==> src/rtl/reg_file_mp.sv <==
// ---------------------------------------------------------------------------
// reg_file_mp -- parametrised multi-port register file for the MIPS datapath
//
// Two write ports (writeback plus load/HI-LO), NUM_RD combinational read
// ports, an optional hardwired zero register, and a clear engine that sweeps
// the whole array to zero one entry per clock.
//
// Ports:
//   clk       rising-edge system clock
//   rst_n     asynchronous active-low reset (array, FSM and counter to zero)
//   rd_addr   NUM_RD packed read addresses, port k at [k*AW +: AW]
//   rd_data   NUM_RD packed read data, port k at [k*DW +: DW]
//   wr_en0/wr_addr0/wr_data0   write port 0
//   wr_en1/wr_addr1/wr_data1   write port 1 (wins on an address collision)
//   clr_req   start a clear sweep (accepted only while idle)
//   clr_busy  high while the sweep is running
//   clr_done  one-cycle pulse after the last entry has been cleared
//
// Build option:
//   REG_FILE_MP_BYPASS_EN  when defined, a read that hits an accepted write
//                          in the same cycle returns the write data
//                          combinationally instead of the pre-edge contents.
// ---------------------------------------------------------------------------
module reg_file_mp #(
   parameter int DW       = 32,
   parameter int DEPTH    = 32,
   parameter int AW       = 5,
   parameter int NUM_RD   = 2,
   parameter int ZERO_REG = 1
) (
   input  logic                 clk,
   input  logic                 rst_n,
   input  logic [NUM_RD*AW-1:0] rd_addr,
   output logic [NUM_RD*DW-1:0] rd_data,
   input  logic                 wr_en0,
   input  logic [AW-1:0]        wr_addr0,
   input  logic [DW-1:0]        wr_data0,
   input  logic                 wr_en1,
   input  logic [AW-1:0]        wr_addr1,
   input  logic [DW-1:0]        wr_data1,
   input  logic                 clr_req,
   output logic                 clr_busy,
   output logic                 clr_done
);

   localparam logic [0:0] IDLE  = 1'b0;
   localparam logic [0:0] CLEAR = 1'b1;

   logic [0:0]    state;
   logic [AW-1:0] clrCount;
   logic [DW-1:0] mem [DEPTH];

   logic          writeOk;
   logic          acceptClr;
   logic          lastEntry;
   logic          we0;
   logic          we1;

   // Writes only land while idle and not on the cycle a clear is being
   // accepted; register 0 swallows writes when it is hardwired to zero.
   always_comb begin
      writeOk   = (state == IDLE) && !clr_req;
      acceptClr = (state == IDLE) && clr_req;
      lastEntry = (clrCount == AW'(DEPTH - 1));
      we0       = wr_en0 && writeOk && !((ZERO_REG != 0) && (wr_addr0 == '0));
      we1       = wr_en1 && writeOk && !((ZERO_REG != 0) && (wr_addr1 == '0));
   end

   assign clr_busy = (state == CLEAR);

   // Clear engine control: IDLE waits for clr_req, CLEAR walks the counter
   // across every entry and returns to IDLE after the last one, raising
   // clr_done for exactly the following cycle. The counter wraps back to
   // zero on exit so nothing stale is left for the next sweep.
   always_ff @(posedge clk or negedge rst_n) begin
      if (!rst_n) begin
         state    <= IDLE;
         clrCount <= '0;
         clr_done <= 1'b0;
      end else begin
         clr_done <= 1'b0;
         case (state)
            IDLE: begin
               if (acceptClr) begin
                  state    <= CLEAR;
                  clrCount <= '0;
               end
            end
            CLEAR: begin
               clrCount <= clrCount + AW'(1);
               if (lastEntry) begin
                  state    <= IDLE;
                  clr_done <= 1'b1;
               end
            end
            default: begin
               state    <= IDLE;
               clrCount <= '0;
            end
         endcase
      end
   end

   // Storage array. During a sweep the entry under the counter is zeroed and
   // both write ports are ignored. Otherwise port 1 is assigned after port 0
   // so that it takes priority when both target the same address.
   always_ff @(posedge clk or negedge rst_n) begin
      if (!rst_n) begin
         for (int i = 0; i < DEPTH; i++) begin
            mem[i] <= '0;
         end
      end else if (state == CLEAR) begin
         mem[clrCount] <= '0;
      end else begin
         if (we0) begin
            mem[wr_addr0] <= wr_data0;
         end
         if (we1) begin
            mem[wr_addr1] <= wr_data1;
         end
      end
   end

   // Combinational read ports. With the bypass build an accepted write to
   // the same address is forwarded (port 1 checked last so it wins). The
   // zero-register override is applied last so address 0 never forwards.
   always_comb begin
      logic [AW-1:0] rAddr;
      logic [DW-1:0] rVal;
      rAddr   = '0;
      rVal    = '0;
      rd_data = '0;
      for (int k = 0; k < NUM_RD; k++) begin
         rAddr = rd_addr[k*AW +: AW];
         rVal  = mem[rAddr];
`ifdef REG_FILE_MP_BYPASS_EN
         if (writeOk) begin
            if (wr_en0 && (wr_addr0 == rAddr)) begin
               rVal = wr_data0;
            end
            if (wr_en1 && (wr_addr1 == rAddr)) begin
               rVal = wr_data1;
            end
         end
`else
         // Without the bypass, reads always see the pre-edge contents.
`endif
         if ((ZERO_REG != 0) && (rAddr == '0)) begin
            rVal = '0;
         end
         rd_data[k*DW +: DW] = rVal;
      end
   end

endmodule

==> config.mk <==
export PLATFORM = sky130hd
export DESIGN_NAME = reg_file_mp
export DESIGN_NICKNAME = d
export VERILOG_FILES = /design/src/rtl/reg_file_mp.sv
export SDC_FILE = /design/constraint.sdc
export NUM_CORES = 2
export LEC_CHECK = 0
export BUFFER_PORTS_ARGS = -buffer_cell sky130_fd_sc_hd__buf_2
export CAP_MARGIN = 0
export CELL_PAD_IN_SITES_DETAIL_PLACEMENT = 0
export CELL_PAD_IN_SITES_GLOBAL_PLACEMENT = 1
export CORE_UTILIZATION = 45
export CTS_CLUSTER_SIZE = 20
export DETAILED_ROUTE_END_ITERATION = 8
export PLACE_DENSITY_LB_ADDON = 0.1
export SETUP_SLACK_MARGIN = 0.1
export SLEW_MARGIN = 30
export SYNTH_ARGS = -nofsm -noshare
export SYNTH_HDL_FRONTEND = slang
export SYNTH_SLANG_ARGS = --single-unit
export TNS_END_PERCENT = 1
==> constraint.sdc <==
create_clock -name clk -period 4.9 [get_ports clk]
set_input_delay 1.47 -clock clk [delete_from_list [all_inputs] [get_ports clk]]
set_output_delay 1.47 -clock clk [all_outputs]
set_load 0.005 [all_outputs]
* After elaboration in Yosys (flattened, before gate mapping)
Cells that the tools add are included.
** Storage, ports and cells
- Register bits :: 1031
- Output and inout port bits :: 66
- Word-level logic and storage cells :: 97
** Operators by class
- Add/sub/neg operators :: 1
- $lt $le $gt $ge :: 8
- Eq/ne operators :: 2
- Muxes and demuxes :: 27
- Bitwise logic cells :: 8
- Reductions and logical operators :: 16
** Operators with widths (number)
- $mux W1024 :: 4
- $bwmux W1024 :: 2
- $and A1024 B1024 Y1024 :: 1
- $not A1024 Y1024 :: 1
- $demux W32 S5 :: 3
- $bmux W32 S5 :: 2
- $mux W32 :: 9
- $ge A6 B6 Y1 const B :: 5
- $not A5 Y6 :: 5
- $logic_not A5 Y1 :: 4
- $lt A6 B1 Y1 const B :: 3
- $pmux W5 S2 :: 1
- $logic_and A1 B1 Y1 :: 9
- $add A5 B1 Y5 const B :: 1
- $eq A5 B5 Y1 const B :: 1
- $mux W5 :: 1
- $mux W1 :: 4
- $logic_not A1 Y1 :: 3
- $ne A2 B2 Y1 const B :: 1
- $pmux W1 S2 :: 1
- $not A1 Y1 :: 1

* Longest topological paths before layout
- Word-level depth :: 11
- Gate-level depth with buffers :: 9
- Gate-level depth less buffers :: 6

* Worst setup path after synthesis
Ideal clock, no wire load.
- Path type :: input port to output port
- Start :: input port rd_addr[7]
- End :: output port rd_data[33]
- Data arrival time :: 3.075 ns
- Required time :: 3.430 ns
- Setup slack :: 0.355 ns
- Cell stages on the path :: 7
- Buffers on the path :: 5
- Cells stage by stage :: buf_2 > buf_2 > buf_2 > buf_2 > clkbuf_1 > a211oi_1 > a311oi_1
** Between the ends
- Cells in the longest elaborated chain, start to end :: 5
** Ends and longest elaborated chain
- start: declaration :: RTL line 33 : input logic [NUM_RD*AW-1:0] rd_addr,
- $not A5 Y6 (not written as such) :: RTL line 135 : rVal = mem[rAddr];
- $bmux W32 S5 :: RTL line 135
- $mux W32 (not written as such) (2 in a row) :: RTL line 135
- $mux W32 * :: RTL line 148 : if ((ZERO_REG != 0) && (rAddr == '0)) begin
- end: declaration :: RTL line 34 : output logic [NUM_RD*DW-1:0] rd_data,
Every way passes the cells marked *; elsewhere a longest branch is shown, timed or not. The select of a mux whose other input is x is not followed.

* Worst setup path in the final report
- Start :: input port rd_addr[5]
- End :: output port rd_data[43]
The elaborated chain is that of the path after synthesis.

==> impl_metrics.csv <==
group,metric,value,unit
outcome,status,"finished with violations",
outcome,failed_checks,"setup timing",
drt,drc,0,
die,die-area,183000,um^2
hold_path,hold_depth,1,
worst_setup_path,critical_path_class,"in2out",
worst_setup_path,worstSetupEndpointType,"primary output",
placement,gp_congestion,1.05,
worst_setup_path,cp_slowest_cell,"a311oi_4",
power_and_ir_drop,p_per_area,395,nW/um^2
timing,layout_worst_path_cycle_share,106,%
timing,period_needed,5.21,ns
drt,routedWlPerCell,42.1,um
power_and_ir_drop,p_leak,35.4,nW
clock_tree,cts_sinks,1031,
clock_tree,cts-buffers-inserted,137,
timing,whs,0.505,ns
worst_setup_path,ff2ff_path_depth,5,
synthesis,synth_nets,8863,
worst_setup_path,crit_required,3.43,ns
power_and_ir_drop,vdd_drop_max,0.333,mV
worst_setup_path,crit_top_cell,"buf_4",
global_route,antenna_found_initial,63,
clock_tree,htree_num_levels,4,
power_and_ir_drop,p_total,37.6,mW
worst_setup_path,start_kind,"input port",
timing,fmaxAchievable,192,MHz
layout,multi_input_area,50200,um^2
placement,dp.cells,10606,
worst_setup_path,slowest_delay,0.71,ns
drt,vias_per_cell,8.31,
synthesis,synth-edff-count,0,
drt,final_antenna_net_count,0,
die,start_util,45.5,%
placement,dpl.hpwl,287000,um
clock_tree,clk_pin_slew,0.06,ns
timing,setup_ws,-0.308,ns
die,ios,155,
layout,area_growth,16.6,%
layout,nNetsFinal,8534,
synthesis,avgSynthCellArea,9.29,um^2
die,die_h,428,um
die,num_rows,155,
global_route,grt_first_pass_wirelength,655000,um
synthesis,yosysWarnings,0,
die,core,179000,um^2
worst_setup_path,worstPathArrival,3.74,ns
placement,placed_cell_area,88300,um^2
synthesis,synthArstFlopShare,100,%
clock_tree,cts.path.max_buffers,3,
global_route,grt_overflow,0,
drt,drt_iter0_drc,14534,
drt,drt_pass1_iterations,9,
layout,nFillCells,16121,
layout,utilization,53.0,%
timing,fin_skew,0.0291,ns
worst_setup_path,r2r_end,"mem[287]$_DFF_PN0_",
layout,seqCellArea,25800,um^2
global_route,grt_use_total,49.2,%
drt,routed_wirelength,461000,um
timing,relSlewSlack,22.2,%
worst_setup_path,crit_chain,"buf_16, buf_12, buf_4, and2_1, buf_12, buf_4, a22oi_1, a311oi_4, buf_4, buf_6",
synthesis,ys_ff_latch,1031,
global_route,grt_pass1_vias,86817,
run,maxCapViolCount,0,
synthesis,syn_area,81500,um^2
hold_path,holdCritPathClass,"reg2reg",
synthesis,synth_top_cells_by_area,"dfrtp_1 32%, mux4_2 12%, clkbuf_1 5.4%",
worst_setup_path,worstPathMaxFanout,11,
timing,rsz0062_at_grt,"true",
worst_setup_path,r2r_slack,1.45,ns
clock_tree,cts_tree,"built",
clock_tree,clk_latency,0.84,ns
hold_path,holdPathEnd,"mem[1005]$_DFF_PN0_",
hold_path,worstHoldStart,"mem[1005]$_DFF_PN0_",
timing,setup_viol,60,
layout,final_cells,10939,
layout,drive_gt1_share,24.1,%
placement,place.port_buffers,154,
timing,hold_viol,0,
drt,vias,90912,
synthesis,seq_area_frac_synth,31.7,%
timing,timing.final.max_slew_violations,0,
timing,worst_slew_pin_slew,1.17,ns
synthesis,ys.flop_type,"dfrtp_1",
worst_setup_path,timing.rr.start,"clr_busy$_DFF_PN0_",
synthesis,synthCells,8769,
synthesis,synth_top_area_share,31.7,%
global_route,grt_max_degree,204,
layout,finalInstanceArea,95100,um^2
clock_tree,cts_root_buf,"clkbuf_16",
synthesis,yosys.area.top_type,"dfrtp_1",
synthesis,synthDistinctLibCells,58,
die,die_w,428,um
-- state kept, by name, summed over array words and instances (netlist names) --
signal / count
clrCount: 5
clr_busy: 1
clr_done: 1
mem: 1024
-- power breakdown --
group | leakage, nW | switching [mW] | internal (mW)
clock | 2.21 | 4.53 | 6.06
combinational | 19.0 | 8.09 | 5.61
sequential | 14.2 | 2.51 | 10.8
total | 35.4 | 15.1 | 22.4
-- cell families after synthesis --
group           Yosys count  synth area share (%)
buf+inv                1882                  9.00
flops                  1031                  31.7
fa+ha+maj                 5                0.0768
simple gates           1522                  11.0
mux                     641                  14.8
compound gates         3688                  33.4
-- final cells by class --
type                            count  share of cell area (%)
Multi-Input combinational cell   5856                    52.8
Sequential cell                  1031                    27.1
Timing Repair Buffer              991                    10.5
Clock buffer                      214                    4.40
Tap cell                         2355                    3.10
Inverter                          423                    1.68
Clock inverter                     29                   0.297
Antenna cell                       40                   0.105
-- what timing repair did --
item	4_1_cts	5_1_grt
pin swaps	19	38
resized for setup	170	155
buffers inserted	29	7
hold buffers	0	0
endpoints found under the setup margin	64	64
gates cloned	11	0
-- worst max path at each step --
stage                        to       start  depth (start not counted)
finish              rd_data[43]  rd_addr[5]                         10
global route        rd_data[43]  rd_addr[6]                         12
CTS                 rd_data[43]  rd_addr[6]                         12
detailed placement  rd_data[53]  rd_addr[5]                          9
global placement    rd_data[43]  rd_addr[5]                         10
floorplan           rd_data[33]  rd_addr[7]                          7
-- synth_stat cells, types with 274 or more instances --
master / count
clkbuf_1: 1178
dfrtp_1: 1031
a21oi_1: 564
mux4_2: 448
inv_1: 422
o31ai_1: 417
nand4_1: 377
a21o_1: 374
nor4_1: 372
o31a_1: 372
o32ai_1: 371
a311oi_1: 312
o21ai_0: 281
nor3_1: 274
-- worst max-delay path: cells and delay by family --
family | cells | cell delay (ns)
buffers and inverters | 7 | 1.15
AOI/OAI and AO/OA | 2 | 0.89
and+or+nand+nor | 1 | 0.18
-- metrics by stage --
| stage | TNS [ns] | setup slack [ns] |
|---|---|---|
| final | -6.76 | -0.308 |
| after global routing | -5.88 | -0.217 |
| after CTS | -4.65 | -0.113 |
| after detailed placement | -19.02 | -0.848 |
| after global placement | -19.54 | -1.03 |
| after floorplan | 0 | 0.355 |
-- cells in the final DEF, fill, tap and decap left out, types with 144 or more instances in the layout --
cell type  instances
nand4_1          377
nor3_1           261
o21ai_0          237
mux4_2           448
inv_1            420
dfrtp_1         1030
a21oi_1          564
a311oi_1         272
o31a_1           372
nor4_1           372
nand2_1          149
buf_12           158
o41ai_1          266
o32ai_1          371
buf_4            616
clkbuf_16        144
a21o_1           374
a31oi_1          159
o31ai_1          417
-- routing by layer --
metal	GRT usage, %	part of all wire (%)
met3	20.9	15
met1	61.5	36
met2	68.0	41
met4	34.1	8.0
met5	0	0.074
Note: power is estimated with default switching activity, not from simulation.
